===== src/rtl/display_pkg.sv =====
// Shared types and constants for the display scheduler and its helpers.
// The scheduler time-shares one 7-segment converter between three sources.
package display_pkg;

  // Default width of every source value and of the presented value.
  localparam int VALUE_W = 11;

  // Number of value sources competing for the display.
  localparam int NUM_SRC = 3;

  // Scheduler states.
  typedef enum logic [2:0] {
    IDLE,
    LOAD,
    WAIT_STALE,
    WAIT_FRESH,
    SHOW
  } sched_state_t;

  // Source indices.
  localparam logic [1:0] SRC_SCORE   = 2'd0;
  localparam logic [1:0] SRC_TIME    = 2'd1;
  localparam logic [1:0] SRC_HISCORE = 2'd2;

  // Round-robin successor of a source index, wrapping hiscore back to score.
  function automatic logic [1:0] src_next(input logic [1:0] idx);
    logic [1:0] nxt;
    case (idx)
      SRC_SCORE: nxt = SRC_TIME;
      SRC_TIME:  nxt = SRC_HISCORE;
      default:   nxt = SRC_SCORE;
    endcase
    return nxt;
  endfunction

endpackage


===== src/rtl/rr_pick.sv =====
// Combinational round-robin finder: first enabled source at or after ptr_i,
// searching upward and wrapping past the last source.
module rr_pick
  import display_pkg::*;
(
  input  logic [1:0]         ptr_i,
  input  logic [NUM_SRC-1:0] src_en_i,
  output logic [1:0]         sel_o,
  output logic               any_en_o
);

  // Scan every source once starting at the pointer; keep the first hit.
  always_comb begin
    logic [1:0] idx;
    logic       found;
    // NOTE: every variable gets a default before any branch so no path leaves
    // it unassigned; otherwise synthesis infers a latch to hold the old value.
    sel_o = SRC_SCORE;
    found = 1'b0;
    idx   = (ptr_i >= 2'(NUM_SRC)) ? SRC_SCORE : ptr_i;
    for (int i = 0; i < NUM_SRC; i++) begin
      if (!found && src_en_i[idx]) begin
        sel_o = idx;
        found = 1'b1;
      end
      idx = src_next(idx);
    end
  end

  assign any_en_o = |src_en_i;

endmodule


===== src/rtl/display_scheduler.sv =====
// Time-shares the four-digit 7-segment converter between the score, time
// remaining and high score counters. Each selected value is held on the
// converter input until a conversion that started after the change has
// finished, then shown for a fixed dwell before rotating to the next source.
module display_scheduler #(
  parameter int VALUE_W   = display_pkg::VALUE_W,
  parameter int DWELL     = 1000,
  parameter int TIMEOUT   = 256,
  parameter int MAX_VALUE = 1999
) (
  input  logic                                   clk,
  input  logic                                   rst,
  input  logic [display_pkg::NUM_SRC*VALUE_W-1:0] src_value,
  input  logic [display_pkg::NUM_SRC-1:0]         src_en,
  input  logic                                   urgent,
  input  logic                                   conv_done,
  output logic [VALUE_W-1:0]                     value_out,
  output logic [1:0]                             src_sel,
  output logic                                   disp_valid,
  output logic                                   blank,
  output logic                                   timeout_err
);

  import display_pkg::*;

  // Dwell and wait counters share one width, large enough for either limit.
  localparam int CNT_MAX = (DWELL > TIMEOUT) ? DWELL : TIMEOUT;
  localparam int CNT_W   = (CNT_MAX > 1) ? $clog2(CNT_MAX) : 1;

  localparam logic [VALUE_W-1:0] MAX_V     = VALUE_W'(MAX_VALUE);
  localparam logic [CNT_W-1:0]   WAIT_LAST = CNT_W'(TIMEOUT - 1);
  localparam logic [CNT_W-1:0]   SHOW_LAST = CNT_W'(DWELL - 1);

  // FSM state and source bookkeeping.
  sched_state_t state_q, state_d;
  logic [1:0]   load_sel_q, load_sel_d;   // source the next LOAD samples
  logic [1:0]   ptr_q, ptr_d;             // next candidate for rotation
  logic         urgent_q;                 // urgent delayed, for edge detection

  // Registered outputs and counters.
  logic [VALUE_W-1:0] value_q, value_d;
  logic [1:0]         sel_q, sel_d;
  logic               valid_q, valid_d;
  logic               blank_q, blank_d;
  logic               terr_q, terr_d;
  logic [CNT_W-1:0]   wait_q, wait_d;
  logic [CNT_W-1:0]   dwell_q, dwell_d;

  // Decoded conditions.
  logic               urgent_rise, urgent_fall;
  logic               in_wait, in_busy;
  logic               wait_expired, dwell_expired;
  logic               src_dropped, timeout_fire;
  logic [1:0]         ptr_eff, alt_start;
  logic [1:0]         rot_sel, alt_sel;
  logic               rot_any, alt_any;
  logic [VALUE_W-1:0] load_raw, load_val;

  assign urgent_rise = urgent & ~urgent_q;
  assign urgent_fall = ~urgent & urgent_q;

  // Rotation restarts at the time source the moment urgent is released.
  assign ptr_eff   = urgent_fall ? SRC_TIME : ptr_q;
  assign alt_start = src_next(sel_q);

  // Regular rotation candidate.
  rr_pick u_rot_pick (
    .ptr_i    (ptr_eff),
    .src_en_i (src_en),
    .sel_o    (rot_sel),
    .any_en_o (rot_any)
  );

  // Replacement candidate when the presented source is switched off.
  rr_pick u_alt_pick (
    .ptr_i    (alt_start),
    .src_en_i (src_en),
    .sel_o    (alt_sel),
    .any_en_o (alt_any)
  );

  assign in_wait       = (state_q == WAIT_STALE) || (state_q == WAIT_FRESH);
  assign in_busy       = in_wait || (state_q == SHOW);
  assign wait_expired  = (wait_q == WAIT_LAST);
  assign dwell_expired = (dwell_q == SHOW_LAST);

  // A forced score display during urgent ignores the score enable.
  assign src_dropped  = in_busy && !urgent && !src_en[sel_q];
  assign timeout_fire = in_wait && wait_expired && !conv_done &&
                        !urgent_rise && !src_dropped;

  // Value presented to the converter, clamped to the displayable range.
  assign load_raw = src_value[int'(load_sel_q)*VALUE_W +: VALUE_W];
  assign load_val = (load_raw > MAX_V) ? MAX_V : load_raw;

  // State register.
  always_ff @(posedge clk or posedge rst) begin
    // NOTE: clocked state uses non-blocking assignments so every register
    // samples pre-edge values; blocking here would create ordering races.
    if (rst) begin
      state_q    <= IDLE;
      load_sel_q <= SRC_SCORE;
      ptr_q      <= SRC_SCORE;
      urgent_q   <= 1'b0;
    end else begin
      state_q    <= state_d;
      load_sel_q <= load_sel_d;
      ptr_q      <= ptr_d;
      urgent_q   <= urgent;
    end
  end

  // Next-state logic: urgent rise beats source loss, which beats timeout,
  // which beats the normal done/dwell progression.
  always_comb begin
    state_d    = state_q;
    load_sel_d = load_sel_q;
    ptr_d      = ptr_eff;
    if (state_q == IDLE) begin
      if (rot_any) begin
        state_d = LOAD;
        if (urgent) begin
          load_sel_d = SRC_SCORE;
        end else begin
          load_sel_d = rot_sel;
          ptr_d      = src_next(rot_sel);
        end
      end
    end else if (urgent_rise) begin
      state_d    = LOAD;
      load_sel_d = SRC_SCORE;
    end else if (src_dropped) begin
      if (alt_any) begin
        state_d    = LOAD;
        load_sel_d = alt_sel;
        ptr_d      = src_next(alt_sel);
      end else begin
        state_d = IDLE;
      end
    end else if (timeout_fire) begin
      state_d    = LOAD;
      load_sel_d = sel_q;
    end else begin
      case (state_q)
        LOAD:       state_d = WAIT_STALE;
        WAIT_STALE: if (conv_done) state_d = WAIT_FRESH;
        WAIT_FRESH: if (conv_done) state_d = SHOW;
        SHOW: begin
          if (dwell_expired) begin
            state_d = LOAD;
            if (urgent) begin
              load_sel_d = SRC_SCORE;
            end else begin
              load_sel_d = rot_sel;
              ptr_d      = src_next(rot_sel);
            end
          end
        end
        default:    state_d = IDLE;
      endcase
    end
  end

  // Output and counter next values, derived from the current/next state.
  always_comb begin
    value_d = value_q;
    sel_d   = sel_q;
    valid_d = valid_q;
    blank_d = (state_d == IDLE);
    terr_d  = timeout_fire;
    wait_d  = '0;
    dwell_d = '0;
    if (state_q == LOAD) begin
      value_d = load_val;
      sel_d   = load_sel_q;
    end
    if ((state_d == LOAD) || (state_d == IDLE)) begin
      valid_d = 1'b0;
    end else if ((state_q == WAIT_FRESH) && (state_d == SHOW)) begin
      valid_d = 1'b1;
    end
    if (in_wait && ((state_d == WAIT_STALE) || (state_d == WAIT_FRESH))) begin
      wait_d = wait_q + CNT_W'(1);
    end
    if ((state_q == SHOW) && (state_d == SHOW)) begin
      dwell_d = dwell_q + CNT_W'(1);
    end
  end

  // Output and counter registers.
  always_ff @(posedge clk or posedge rst) begin
    if (rst) begin
      value_q <= '0;
      sel_q   <= SRC_SCORE;
      valid_q <= 1'b0;
      blank_q <= 1'b1;
      terr_q  <= 1'b0;
      wait_q  <= '0;
      dwell_q <= '0;
    end else begin
      value_q <= value_d;
      sel_q   <= sel_d;
      valid_q <= valid_d;
      blank_q <= blank_d;
      terr_q  <= terr_d;
      wait_q  <= wait_d;
      dwell_q <= dwell_d;
    end
  end

  assign value_out   = value_q;
  assign src_sel     = sel_q;
  assign disp_valid  = valid_q;
  assign blank       = blank_q;
  assign timeout_err = terr_q;

endmodule

===== config.mk =====
export PLATFORM = sky130hd
export DESIGN_NAME = display_scheduler
export DESIGN_NICKNAME = d
export VERILOG_FILES = /design/src/rtl/display_pkg.sv /design/src/rtl/rr_pick.sv /design/src/rtl/display_scheduler.sv
export SDC_FILE = /design/constraint.sdc
export NUM_CORES = 1
export LEC_CHECK = 0
export ABC_AREA = 1
export BUFFER_PORTS_ARGS = -buffer_cell sky130_fd_sc_hd__buf_2
export CORE_MARGIN = 4
export CORE_UTILIZATION = 45
export CTS_BUF_LIST = sky130_fd_sc_hd__clkbuf_8
export DETAILED_ROUTE_END_ITERATION = 10
export PLACE_DENSITY = 0.68
export SLEW_MARGIN = 20
export SYNTH_ARGS = -nofsm -noshare
export SYNTH_HDL_FRONTEND = slang
export SYNTH_SLANG_ARGS = --single-unit

===== constraint.sdc =====
create_clock -name clk -period 6.33 [get_ports clk]
set_clock_uncertainty 0.15 [all_clocks]
set_input_delay 0.633 -clock clk [delete_from_list [all_inputs] [get_ports clk]]
set_output_delay 0.633 -clock clk [all_outputs]
set_load 0.02 [all_outputs]

==> Word-level counts from Yosys, hierarchy flattened <==
Cells that the tools add are included.
{ "op_classes": {"mul": 1, "mux": 67, "n_lt_le_gt_ge": 10, "bitwise_logic": 4, "n_eq_ne": 19, "add_sub_neg": 2, "shift": 1, "reduce_logical": 40} }
{ "ops": {"columns": ["cell", "count"], "rows": [
  ["2-bit 2-to-1 mux", 27],
  ["33-bit by 7-bit variable part select with 11-bit output", 1],
  ["2-bit case mux with 2 select lines", 7],
  ["3-bit 2-to-1 mux", 8],
  ["2-bit by 3-bit less-than comparator with 1-bit output (second input constant)", 7],
  ["10-bit by 1-bit adder with 10-bit output (second input constant)", 2],
  ["10-bit 2-to-1 mux", 2],
  ["1-bit binary-select mux with 2-bit select", 7],
  ["2-bit by 1-bit equality test with 1-bit output (second input constant)", 7],
  ["2-bit zero test", 7],
  ["1-bit 2-to-1 mux", 14],
  ["1-bit logical AND", 13],
  ["3-bit by 2-bit equality test with 1-bit output (second input constant)", 4],
  ["3-bit case mux with 4 select lines", 1],
  ["11-bit > comparator (second input constant)", 1],
  ["11-bit 2-to-1 mux", 1],
  ["10-bit equality test (second input constant)", 1],
  ["10-bit by 8-bit equality test with 1-bit output (second input constant)", 1],
  ["5-bit nonzero test", 2],
  ["1-bit zero test", 9],
  ["3-bit by 1-bit equality test with 1-bit output (second input constant)", 2],
  ["3-bit equality test (second input constant)", 2],
  ["3-bit zero test", 2],
  ["2-bit by 4-bit multiplier with 6-bit output (second input constant)", 1],
  ["9 further kinds", 15]
]} }
{ "totals": {"elab_cells": 155, "output_inout_bits": 16, "ff_bits": 44, "in_bits": 40} }

==> Depth between registers and ports, before layout <==
Gate-level depths: netlist (run 1).
{ "logic_depth": {"ltp_word": 23, "depth_mapped": 17, "depth_no_buf": 17} }

==> By module <==
From an unflattened synthesis (run 1), not the netlist that was laid out.
{ "unflattened": {"hier_cells": 428, "area_unflattened_um2": 2979.1} }
{ "modules_own_cells": {"columns": ["module", "seq_area_each_um2", "area_per_inst_um2", "n_inst", "cells_each"], "rows": [
  ["display_scheduler", 1102.3, 2538.7, 1, 338],
  ["rr_pick", 0.0, 220.2, 2, 45]
]} }

==> Worst setup path after synthesis (run 1) <==
OpenSTA, ideal clock, no wires.
{ "synth_timing": {"kind": "in2reg", "from": "input urgent", "to": "register ptr_q[0]", "slack_ps": 3952, "n_path_buf": 0, "t_required_ps": 6063, "t_arrival_ps": 2111, "cell_stages": 16, "setup_ps": 117, "cell_sequence": "inv_1 > a21oi_1 > inv_1 > ha_1 > inv_1 > nand2_1 > nand3_1 > nand2_1 > nand3_1 > nor2_1 > nor2_1 > nand2_1 > nand3_1 > a21oi_1 > nor2_1 > nor2_1"} }
{ "synth_via": {"elab_chain_cells": 23, "elab_cells_between_ends": 46, "classes_between": "order compare: 1; eq/ne: 3; mux: 25; bitwise: 3; reduce/logical: 14"} }
{ "synth_rtl": {"columns": ["item", "line_no", "text"], "rows": [
  ["start: declaration", "display_scheduler.sv:15", "input logic urgent,"],
  ["branches (longest 22 deep; another with 2-bit >= comparator)", null, null],
  ["2-bit 2-to-1 mux *", "display_scheduler.sv:119", "if (state_q == IDLE) begin"],
  ["via ptr_d[0]", "display_scheduler.sv:37", "logic [1:0] ptr_q, ptr_d;"],
  ["end signal: assignment", "display_scheduler.sv:108", "ptr_q <= ptr_d;"],
  ["end: declaration", "display_scheduler.sv:37", null]
]} }
Mark *: on every way through the listed nets, which the timed path passes. The select of a mux whose other input is x is not followed.
A chain may end at the register's enable or synchronous reset.

==> Worst setup path after layout (run 1) <==
{ "layout_timing": {"from": "register load_sel_q[1]", "to": "register value_q[1], in the netlist value_out[1]"} }
{ "layout_via": {"elab_chain_cells": 4} }
{ "layout_rtl": {"columns": ["item", "line_no", "text"], "rows": [
  ["start: declaration", "display_scheduler.sv:36", "logic [1:0] load_sel_q, load_sel_d;"],
  ["start signal: assignment", "display_scheduler.sv:107", "load_sel_q <= load_sel_d;"],
  ["2-bit by 4-bit multiplier with 6-bit output *", "display_scheduler.sv:93", "assign load_raw = src_value[int'(load_sel_q)*VALUE_W +: VALUE_W];"],
  ["33-bit by 7-bit variable part select with 11-bit output *", "display_scheduler.sv:93", null],
  ["11-bit > comparator", "display_scheduler.sv:94", "assign load_val = (load_raw > MAX_V) ? MAX_V : load_raw;"],
  ["11-bit 2-to-1 mux *", "display_scheduler.sv:94", null],
  ["end signal: assignment", "display_scheduler.sv:201", "value_q <= value_d;"],
  ["end: declaration", "display_scheduler.sv:41", "logic [VALUE_W-1:0] value_q, value_d;"]
]} }
Every way passes the cells marked *; elsewhere a longest branch is shown, timed or not.

==> run summary, run 1 <==
Port Buffers: 55
peak per-stage delay on the critical path: 0.63 ns
initial antenna violation count: 0
Synth cell types: 38
setup bufs post-CTS: 0
Root Driver: clkbuf_8
R2R Path End: value_out[1]
Vias/cell: 5.19
Starting Density: 46.2%
Final setup viols: 0
Hold-fix buffers, CTS: 0
clk_lat worst skew: 0.30 ns
CTS Buffer Depth: 2
Crit. Startpoint: load_sel_q[1]
final WL: 6.40 mm
Core Area: 5920 µm²
f_max: 0.382 GHz
width of the die: 85.9 µm
first-pass GRT wire length: 11.1 mm
Starting DRT DRC Count: 127
H-tree levels: 2
status: complete, no violations
Worst-Margin Slew: 0.769 ns
number of cells on the critical path: 6
GR met1 Demand/Resource: 24.4%
kind of critical path: register to register
# IOs: 56
Cell Rows: 28
syn_nets: 426
most common cell after layout, fill and taps aside: nand2_1
Final Hold Fails: 0
drt wl/cell: 12.4 µm
TritonCTS clock tree: built
min-delay worst type: primary input to asynchronous set/reset pin
number of slew-limit violations in the final report: 0
register bit count reported by yosys: 44
Detail Route Antenna Nets: 0
cts bufs inserted: 5
Clock transition at path regs: 0.09 ns
maximum vdd drop: 0.000159 V
placed cell area: 3080 µm²
# Max-Cap Violations: 0
RSZ-0062 raised after global routing: no
vias in the first global route: 2521
DRC viols: 0
First-pass DRT Iterations: 4
crit-path max FO: 11
setup TNS: 0 ns
Yosys Warn Count: 0
Final Core Density: 54.1%
Largest delay share family, worst path: simple AND/OR/NAND/NOR gates
met3 Use GR: 3.07%
post-route cell area: 3200 µm²
Area Overhead vs Synth: 17.1%
Crit path buffers/inverters: 1
layout cells sized above 1: 19.5%
Reg2Reg Setup Slack: 3.71 ns
gpl congestion: 0.937
die area: 7380 µm²
most frequent cells in the layout: 83 x nand2_1, 62 x nor2_1, 55 x buf_2, 43 x inv_1, 43 x dfrtp_1
Leak Pwr: 1.59 nW
crit start category: register
Syn Area/Cell: 7.15 µm²
final HPWL from detailed placement: 4.90 mm
GR peak layer: met2
pin count of the biggest net entering global routing: 45
synthesized area: 2730 µm²
Critical Path RT: 6.40 ns
gr ovfl total: 0
CP cell instances: inv_1 > nor2_1 > a22oi_1 > nor3_1 > nand4_1 > a2bb2oi_1
die height: 85.9 µm
# diodes: 0
fin crit share: 41.3%
Critical Path Sink Type: register
P per Cell Area: 380 nW/µm²
GR Util met2: 29.6%
nets: 483
CP max-delay cell: nor2_1
Post-CTS Resized: 0
vias after detailed routing: 2675
Setup crit end: value_out[1]
post-synthesis sequential area ratio: 40.3%
data arrival time of the critical path: 2.69 ns
worst r2r path cells: 6
post-route non-filler standard cell count: 515
Overall Global Routing Usage: 18.2%
Reg2Reg Launch Point: load_sel_q[1]
Rel. slew slack: 48.5%
hold slack: 0.313 ns
minimum clock period: 2.62 ns
# clock sinks: 44
placed insts: 507
Syn Inst Count: 382
[synth_stat cells]
library cell | number | share of area [%]
or2_1 | 1 | 0.23
a211oi_1 | 5 | 1.4
a2bb2oi_1 | 7 | 2.2
o2111ai_2 | 1 | 0.55
nand3b_1 | 1 | 0.27
nor2_1 | 62 | 8.5
ha_1 | 4 | 1.8
nor4_1 | 2 | 0.46
nand4_1 | 6 | 1.4
nand2_2 | 4 | 0.92
nor3b_1 | 2 | 0.55
a22oi_1 | 3 | 0.82
nand2_4 | 1 | 0.41
inv_4 | 1 | 0.23
o22ai_1 | 1 | 0.23
dfstp_2 | 1 | 0.96
nor2_4 | 1 | 0.41
nand3_1 | 31 | 5.7
nand2_1 | 83 | 11
clkinv_1 | 1 | 0.14
nor2_2 | 3 | 0.69
buf_4 | 2 | 0.55
xor2_1 | 3 | 0.96
nor3_4 | 1 | 0.60
a21oi_1 | 11 | 2.0
inv_2 | 5 | 0.69
clkbuf_1 | 2 | 0.27
o21ai_0 | 22 | 4.0
dfrtp_1 | 43 | 39
inv_1 | 44 | 6.0
xnor2_1 | 3 | 0.96
o211ai_1 | 2 | 0.55
buf_2 | 3 | 0.55
a21oi_2 | 1 | 0.32
o21ai_2 | 1 | 0.32
nor3_2 | 1 | 0.37
nor3_1 | 16 | 2.9
o21ai_1 | 1 | 0.18
[through the flow]
stage	power (W)	worst slack [ns]
2_1_floorplan	0.000842	3.95
3_3_place_gp	0.000981	3.68
3_5_place_dp	0.000992	3.55
4_1_cts	0.00122	3.71
5_1_grt	0.00132	3.39
6_report	0.00121	3.71
[power by group]
| group | leakage, nW | internal, W | switching (W) | total, W |
|---|---|---|---|---|
| logic | 0.951 | 0.000207 | 0.000377 | 0.000584 |
| clock network | 0.0614 | 0.000129 | 0.0000984 | 0.000228 |
| registers | 0.574 | 0.000346 | 0.0000579 | 0.000403 |
| total | 1.59 | 0.000682 | 0.000533 | 0.00121 |
[state kept, by name, summed over array words and instances (netlist names)]
signal / count
value_out: 11
dwell_q: 10
wait_q: 10
state_q: 3
load_sel_q: 2
ptr_q: 2
src_sel: 2
blank: 1
disp_valid: 1
timeout_err: 1
urgent_q: 1
[worst min-delay path, cell delays in order]
cell      delay, ns
buf_2          0.10
clkinv_1       0.04
buf_4          0.46
[worst min path at each step]
stage                     from       endpoint  slack [ns]  cells after the start
floorplan           dwell_q[0]     dwell_q[0]        0.28                      1
finish                     rst     disp_valid        0.31                      3
CTS                  wait_q[0]      wait_q[0]        0.32                      1
global placement    dwell_q[0]     dwell_q[0]        0.30                      1
detailed placement   wait_q[0]      wait_q[0]        0.31                      1
global route               rst  load_sel_q[1]        0.35                      3
[final cells by class]
cell class / count / area [µm²]
Fill cell: 569 / 2720
Multi-Input combinational cell: 280 / 1400
Sequential cell: 44 / 1100
Timing Repair Buffer: 57 / 290
Inverter: 51 / 194
Tap cell: 75 / 93.8
Clock buffer: 6 / 82.6
Clock inverter: 2 / 38.8
[cells by family after synthesis]
family	Yosys count	synth area share, %
XOR/XNOR	6	1.92
flip-flops	44	40.3
AND/OR/NAND/NOR	215	34.8
adder cells (fa/ha/maj)	4	1.83
buffers and inverters	58	8.47
AO/OA/AOI/OAI	55	12.6
[routing by layer]
layer | wire (µm) | share of wire, %
met5 | 0 | 0
met4 | 99 | 1.5
met3 | 372 | 5.8
met2 | 2910 | 46
met1 | 3010 | 47
(Power assumes the default switching activity.)
==> run 2, diff against run 1 <==
--- a/config.mk
+++ b/config.mk
@@ -5,13 +5,13 @@
 export SDC_FILE = /design/constraint.sdc
 export NUM_CORES = 1
 export LEC_CHECK = 0
-export ABC_AREA = 1
+export ABC_AREA = 0
 export BUFFER_PORTS_ARGS = -buffer_cell sky130_fd_sc_hd__buf_2
 export CORE_MARGIN = 4
 export CORE_UTILIZATION = 45
 export CTS_BUF_LIST = sky130_fd_sc_hd__clkbuf_8
 export DETAILED_ROUTE_END_ITERATION = 10
-export PLACE_DENSITY = 0.68
+export PLACE_DENSITY = 0.7
 export SLEW_MARGIN = 20
 export SYNTH_ARGS = -nofsm -noshare
 export SYNTH_HDL_FRONTEND = slang
==> constraint.sdc (replaced) <==
create_clock -name clk -period 2.3 [get_ports clk]
set_clock_uncertainty 0.15 [all_clocks]
set_input_delay 0.23 -clock clk [delete_from_list [all_inputs] [get_ports clk]]
set_output_delay 0.23 -clock clk [all_outputs]
set_load 0.02 [all_outputs]
==> run 2 against run 1 <==
  * Clock power up 120%
  * Hold slack worse by 0.24 ns
  * Die area is 2.7% lower
  * Critical path type unchanged
==> run summary, run 2 <==
DRC viols: 0 (unchanged)
Syn Area/Cell: 9.14 µm² (was 7.15 µm²)
status: complete, no violations (unchanged)
Cell Rows: 27 (was 28)
# diodes: 0 (unchanged)
initial antenna violation count: 0 (unchanged)
vias in the first global route: 2268 (was 2521)
Syn Inst Count: 290 (was 382)
width of the die: 84.7 µm (was 85.9 µm)
Post-synth EDFFs: 0 (unchanged)
gr ovfl total: 0 (unchanged)
Critical Path Sink Type: register (unchanged)
synthesized area: 2650 µm² (was 2730 µm²)
area leader, netlist: dfrtp_1 (unchanged)
Multi-input gate area: 1510 µm² (was 1400 µm²)
fin crit share: 95.3% (was 41.3%)
hold endpoint: urgent_q
post-synthesis sequential area ratio: 41.6% (was 40.3%)
Starting Density: 47.3% (was 46.2%)
P per Cell Area: 1010 nW/µm² (was 380 nW/µm²)
Critical Path RT: 2.34 ns (was 6.40 ns)
RSZ-0062 raised after global routing: no (unchanged)
Leak Pwr: 1.52 nW (was 1.59 nW)
post-route cell area: 3370 µm² (was 3200 µm²)
clk_lat worst skew: 0.29 ns (was 0.30 ns)
Root Driver: clkbuf_8 (unchanged)
Reg2Reg Setup Slack: 0.11 ns (was 3.71 ns)
Worst Hold Path Cells: 2
vias after detailed routing: 2333 (was 2675)
Reg2Reg Launch Point: state_q[1] (was load_sel_q[1])
nets: 411 (was 483)
f_max: 0.456 GHz (was 0.382 GHz)
CP cell instances: nand2b_2 > or4b_4 > o211ai_4 > a211oi_2 > a211o_1 > mux2_4 (was inv_1 > nor2_1 > a22oi_1 > nor3_1 > nand4_1 > a2bb2oi_1)
gpl congestion: 0.893 (was 0.937)
syn_nets: 334 (was 426)
First-pass DRT Iterations: 4 (unchanged)
crit-path max FO: 6 (was 11)
Clock transition at path regs: 0.08 ns (was 0.09 ns)
top-count cell post-synth: dfrtp_1 (was nand2_1)
min-delay worst type: primary input to register (was primary input to asynchronous set/reset pin)
Area Overhead vs Synth: 27.0% (was 17.1%)
max reg flops: 11 (unchanged)
sequential standard cell area: 1100 µm² (unchanged)
most frequent cells in the layout: 55 x buf_2, 43 x dfrtp_1, 36 x nor2_1, 35 x nand2_1, 27 x buf_4 (was 83 x nand2_1, 62 x nor2_1, 55 x buf_2, 43 x inv_1, 43 x dfrtp_1)
R2R Path End: load_sel_q[0] (was value_out[1])
drt wl/cell: 13.8 µm (was 12.4 µm)
post-route non-filler standard cell count: 440 (was 515)
worst r2r path cells: 6 (unchanged)
H-tree levels: 2 (unchanged)
die height: 84.7 µm (was 85.9 µm)
Starting DRT DRC Count: 60 (was 127)
# clock sinks: 44 (unchanged)
cts bufs inserted: 5 (unchanged)
Core Area: 5610 µm² (was 5920 µm²)
CP max-delay cell: or4b_4 (was nor2_1)
top cells by count, synth: 43 x dfrtp_1, 37 x nor2_1, 35 x nand2_1 (was 83 x nand2_1, 62 x nor2_1, 44 x inv_1)
first-pass GRT wire length: 10.2 mm (was 11.1 mm)
Post-synth ARST share: 100% (unchanged)
Worst-Margin Slew: 0.871 ns (was 0.769 ns)
Detail Route Antenna Nets: 0 (unchanged)
pin count of the biggest net entering global routing: 24 (was 45)
hold_sp: urgent
Port Buffers: 55 (unchanged)
register bit count reported by yosys: 44 (unchanged)
Final Hold Fails: 0 (unchanged)
TritonCTS clock tree: built (unchanged)
data arrival time of the critical path: 2.23 ns (was 2.69 ns)
crit start category: register (unchanged)
Rel. slew slack: 41.6% (was 48.5%)
minimum clock period: 2.19 ns (was 2.62 ns)
Synth cell types: 58 (was 38)
Largest delay share family, worst path: simple AND/OR/NAND/NOR gates (unchanged)
Overall Global Routing Usage: 17.1% (was 18.2%)
post-synth top area share: 40.6% (was 39.4%)
Main synth FF type: dfrtp_1 (unchanged)
Yosys Warn Count: 0 (unchanged)
# fillers: 470 (was 569)
final WL: 6.07 mm (was 6.40 mm)
placed cell area: 3160 µm² (was 3080 µm²)
placed insts: 427 (was 507)
ranking of synthesized cells by area: dfrtp_1 41%, nor2_1 5.2%, nand2_1 5.0% (was dfrtp_1 39%, nand2_1 11%, nor2_1 8.5%)
final HPWL from detailed placement: 4.63 mm (was 4.90 mm)
# Max-Cap Violations: 0 (unchanged)
number of slew-limit violations in the final report: 0 (unchanged)
layout cells sized above 1: 31.3% (was 19.5%)
CTS Buffer Depth: 2 (unchanged)
Final setup viols: 0 (unchanged)
die area: 7180 µm² (was 7380 µm²)
maximum vdd drop: 0.000524 V (was 0.000159 V)
peak per-stage delay on the critical path: 0.57 ns (was 0.63 ns)
most common cell after layout, fill and taps aside: buf_2 (was nand2_1)
kind of critical path: register to register (unchanged)
# IOs: 56 (unchanged)
Crit path buffers/inverters: 0 (was 1)
Vias/cell: 5.30 (was 5.19)
[run 2: layout make-up]
class	count	share of cell area, %
clock buffer	6	2.45
clock inverter	2	0.335
inverter	10	1.12
multi-input combinational	221	45.0
sequential	44	32.8
tap	72	2.68
timing repair buffer	85	15.7
[run 2: worst max-delay path by stage]
stage / to / depth (start not counted) / from / slack [ns]
floorplan: load_sel_q[0] / 11 / urgent / 0.003
global placement: load_sel_q[0] / 11 / urgent / 0.01
detailed placement: load_sel_q[0] / 11 / urgent / -0.02
CTS: load_sel_q[0] / 9 / ptr_q[0] / 0.03
global route: ptr_q[1] / 7 / dwell_q[1] / 0.00008
finish: load_sel_q[0] / 6 / state_q[1] / 0.11
[run 2: power breakdown]
group | internal (W) | switching [W] | total, W
clock network | 0.000240 | 0.000255 | 0.000494
registers | 0.000963 | 0.000129 | 0.00109
logic | 0.000830 | 0.000996 | 0.00183
total | 0.00203 | 0.00138 | 0.00341
[run 2: cell families after synthesis]
family	share of synthesized area, %
compound gates	17.2
xor+xnor	5.62
fa+ha+maj	1.89
buf+inv	3.92
flops	41.6
mux	5.67
simple gates	24.1
[run 2: through the flow]
step / TNS, ns / power [W] / utilization (%) / setup WS [ns] / hold WS [ns]
2_1_floorplan: 0 / 0.00229 / - / 0.00251 / 0.111
3_3_place_gp: 0 / 0.00277 / 56.4 / 0.0114 / 0.195
3_5_place_dp: -0.0213 / 0.00281 / 56.4 / -0.0213 / 0.204
4_1_cts: 0 / 0.00331 / 58.2 / 0.0327 / 0.0662
5_1_grt: 0 / 0.00368 / 60.0 / 0.0000762 / 0.0811
6_report: 0 / 0.00341 / 60.0 / 0.108 / 0.0778
[run 2: timing repair]
item | CTS | global route
hold buffers | 1 | 0
hold endpoints to repair | 21 | 0
gates resized for setup | 0 | 15
setup endpoints to repair | 0 | 4
setup buffers | 0 | 4
[run 2: layer usage]
| metal | up-vias | wire, µm | track usage (%) |
|---|---|---|---|
| li1 | 1175 | - | - |
| met1 | 1092 | 2840 | 22.3 |
| met2 | 60 | 2780 | 28.4 |
| met3 | 6 | 388 | 4.32 |
| met4 | 0 | 68 | 4.32 |
| met5 | - | 0 | 0 |
==> run 3, diff against run 2 <==
--- a/config.mk
+++ b/config.mk
@@ -7,11 +7,13 @@
 export LEC_CHECK = 0
 export ABC_AREA = 0
 export BUFFER_PORTS_ARGS = -buffer_cell sky130_fd_sc_hd__buf_2
-export CORE_MARGIN = 4
-export CORE_UTILIZATION = 45
+export CELL_PAD_IN_SITES_DETAIL_PLACEMENT = 1
+export CELL_PAD_IN_SITES_GLOBAL_PLACEMENT = 1
+export CORE_MARGIN = 2
+export CORE_UTILIZATION = 38
 export CTS_BUF_LIST = sky130_fd_sc_hd__clkbuf_8
 export DETAILED_ROUTE_END_ITERATION = 10
-export PLACE_DENSITY = 0.7
+export PLACE_DENSITY_LB_ADDON = 0.1
 export SLEW_MARGIN = 20
 export SYNTH_ARGS = -nofsm -noshare
 export SYNTH_HDL_FRONTEND = slang
==> constraint.sdc (replaced) <==
create_clock -name clk -period 2.3 [get_ports clk]
set_clock_uncertainty 0.15 [all_clocks]
set_input_delay 0.69 -clock clk [delete_from_list [all_inputs] [get_ports clk]]
set_output_delay 0.69 -clock clk [all_outputs]
set_load 0.02 [all_outputs]
==> run 3 against run 2 <==
  * Clock power rose by 28%
  * Die area is 6.6% higher
  * Core utilization down 5.7 points
  * Hold slack better by 0.16 ns
  * Cell count up 7.0%
  * Fmax is 4.0% lower
  * Via count up 6.3%
  * Sequential share of layout area is 2.7 points lower
==> run summary, run 3 (synthesis results as in run 2) <==
maximum vdd drop: 0.000396 V (was 0.000524 V)
worst r2r path cells: 10 (was 6)
vias in the first global route: 2538 (was 2268)
Final setup viols: 0 (unchanged)
Critical Path RT: 2.39 ns (was 2.34 ns)
Rel. slew slack: 42.4% (was 41.6%)
drt wl/cell: 15.4 µm (was 13.8 µm)
pin count of the biggest net entering global routing: 21 (was 24)
CTS Buffer Depth: 2 (unchanged)
cts bufs inserted: 5 (unchanged)
Area Overhead vs Synth: 38.6% (was 27.0%)
width of the die: 87.5 µm (was 84.7 µm)
number of slew-limit violations in the final report: 0 (unchanged)
# clock sinks: 44 (unchanged)
Vias/cell: 5.27 (was 5.30)
nets: 434 (was 411)
f_max: 0.438 GHz (was 0.456 GHz)
status: complete, no violations (unchanged)
Port Buffers: 55 (unchanged)
Root Driver: clkbuf_8 (unchanged)
fin crit share: 99.2% (was 95.3%)
kind of critical path: primary input to register (was register to register)
Leak Pwr: 1.70 nW (was 1.52 nW)
crit start category: primary input (was register)
most frequent cells in the layout: 54 x buf_2, 50 x buf_4, 43 x dfrtp_1, 36 x nor2_1, 33 x nand2_1 (was 55 x buf_2, 43 x dfrtp_1, 36 x nor2_1, 35 x nand2_1, 27 x buf_4)
Core Area: 6760 µm² (was 5610 µm²)
Starting Density: 39.2% (was 47.3%)
max reg flops: 11 (unchanged)
Critical Path Sink Type: register (unchanged)
Detail Route Antenna Nets: 0 (unchanged)
Final Core Density: 54.4% (was 60.0%)
# diodes: 0 (unchanged)
P per Cell Area: 1020 nW/µm² (was 1010 nW/µm²)
post-route cell area: 3670 µm² (was 3370 µm²)
Hold-fix buffers, CTS: 0 (was 1)
final WL: 7.23 mm (was 6.07 mm)
gpl congestion: 0.799 (was 0.893)
TritonCTS clock tree: built (unchanged)
most common cell after layout, fill and taps aside: buf_2 (unchanged)
H-tree levels: 2 (unchanged)
die area: 7660 µm² (was 7180 µm²)
final HPWL from detailed placement: 5.60 mm (was 4.63 mm)
Starting DRT DRC Count: 79 (was 60)
crit-path max FO: 5 (was 6)
# IOs: 56 (unchanged)
initial antenna violation count: 0 (unchanged)
data arrival time of the critical path: 2.37 ns (was 2.23 ns)
min-delay worst type: primary input to asynchronous set/reset pin (was primary input to register)
DRC viols: 0 (unchanged)
Overall Global Routing Usage: 19.1% (was 17.1%)
Final Hold Fails: 0 (unchanged)
layout cells sized above 1: 38.9% (was 31.3%)
First-pass DRT Iterations: 4 (unchanged)
vias after detailed routing: 2480 (was 2333)
Worst-Margin Slew: 0.862 ns (was 0.871 ns)
first-pass GRT wire length: 11.6 mm (was 10.2 mm)
placed cell area: 3390 µm² (was 3160 µm²)
minimum clock period: 2.28 ns (was 2.19 ns)
clk_lat worst skew: 0.30 ns (was 0.29 ns)
Cell Rows: 30 (was 27)
gr ovfl total: 0 (unchanged)
die height: 87.5 µm (was 84.7 µm)
# Max-Cap Violations: 0 (unchanged)
Clock transition at path regs: 0.09 ns (was 0.08 ns)
RSZ-0062 raised after global routing: yes (was no)
[run 3: path summary, 6_finish.rpt]
check | start | endpoint | slack, ns
max | urgent | load_sel_q[1] | 0.02
min | rst | dwell_q[8] | 0.24
max reg2reg | urgent_q | load_sel_q[1] | 0.07
min reg2reg | value_out[5] | value_out[5] | 0.32
max in group asynchronous | rst | blank | 1.22
min in group clk | value_out[5] | value_out[5] | 0.32
[run 3: what timing repair did]
item,CTS,global route
gates resized for setup,7,20
pin swaps,1,17
setup buffers,0,4
endpoints found under the setup margin,3,7
[run 3: report_power, final]
| group | internal (W) | leakage (nW) | total, W | switching, W |
|---|---|---|---|---|
| Combinational | 0.000930 | 1.06 | 0.00201 | 0.00108 |
| Sequential | 0.000963 | 0.574 | 0.00110 | 0.000141 |
| Clock | 0.000355 | 0.0614 | 0.000631 | 0.000276 |
[run 3: area by class of cell]
class	instances	area [µm²]
Fill cell	807	3080
Multi-Input combinational cell	221	1600
Sequential cell	44	1100
Timing Repair Buffer	108	708
Tap cell	80	100
Clock buffer	6	82.6
Inverter	10	40.0
Clock inverter	2	38.8
[run 3: per-stage QoR]
step | hold WS [ns] | setup TNS, ns | setup WS, ns | instances | power, W
6_report | 0.242 | 0 | 0.0174 | 471 | 0.00374
5_1_grt | 0.285 | -0.191 | -0.0522 | 471 | 0.00399
4_1_cts | 0.253 | 0 | 0.00726 | 467 | 0.00362
3_5_place_dp | 0.311 | -3.11 | -0.378 | 459 | 0.00297
3_3_place_gp | 0.310 | -1.66 | -0.228 | 459 | 0.00292
2_1_floorplan | 0.298 | -0.595 | -0.169 | 290 | 0.00235
[run 3: worst max-delay path: stages]
cell	delay, ns
buf_6	0.09
nand2b_4	0.15
nand2b_4	0.10
inv_4	0.04
ha_4	0.31
or3b_4	0.38
a21oi_2	0.14
o21ai_2	0.09
nor2_1	0.11
a21o_1	0.13
mux2_4	0.13
[run 3: layer usage]
layer	GRT usage, %	part of all wire [%]	vias to the layer above
li1	-	-	1222
met1	23.8	44	1218
met2	34.4	52	38
met3	3.60	3.4	2
met4	3.78	0.22	0
met5	0	0	-
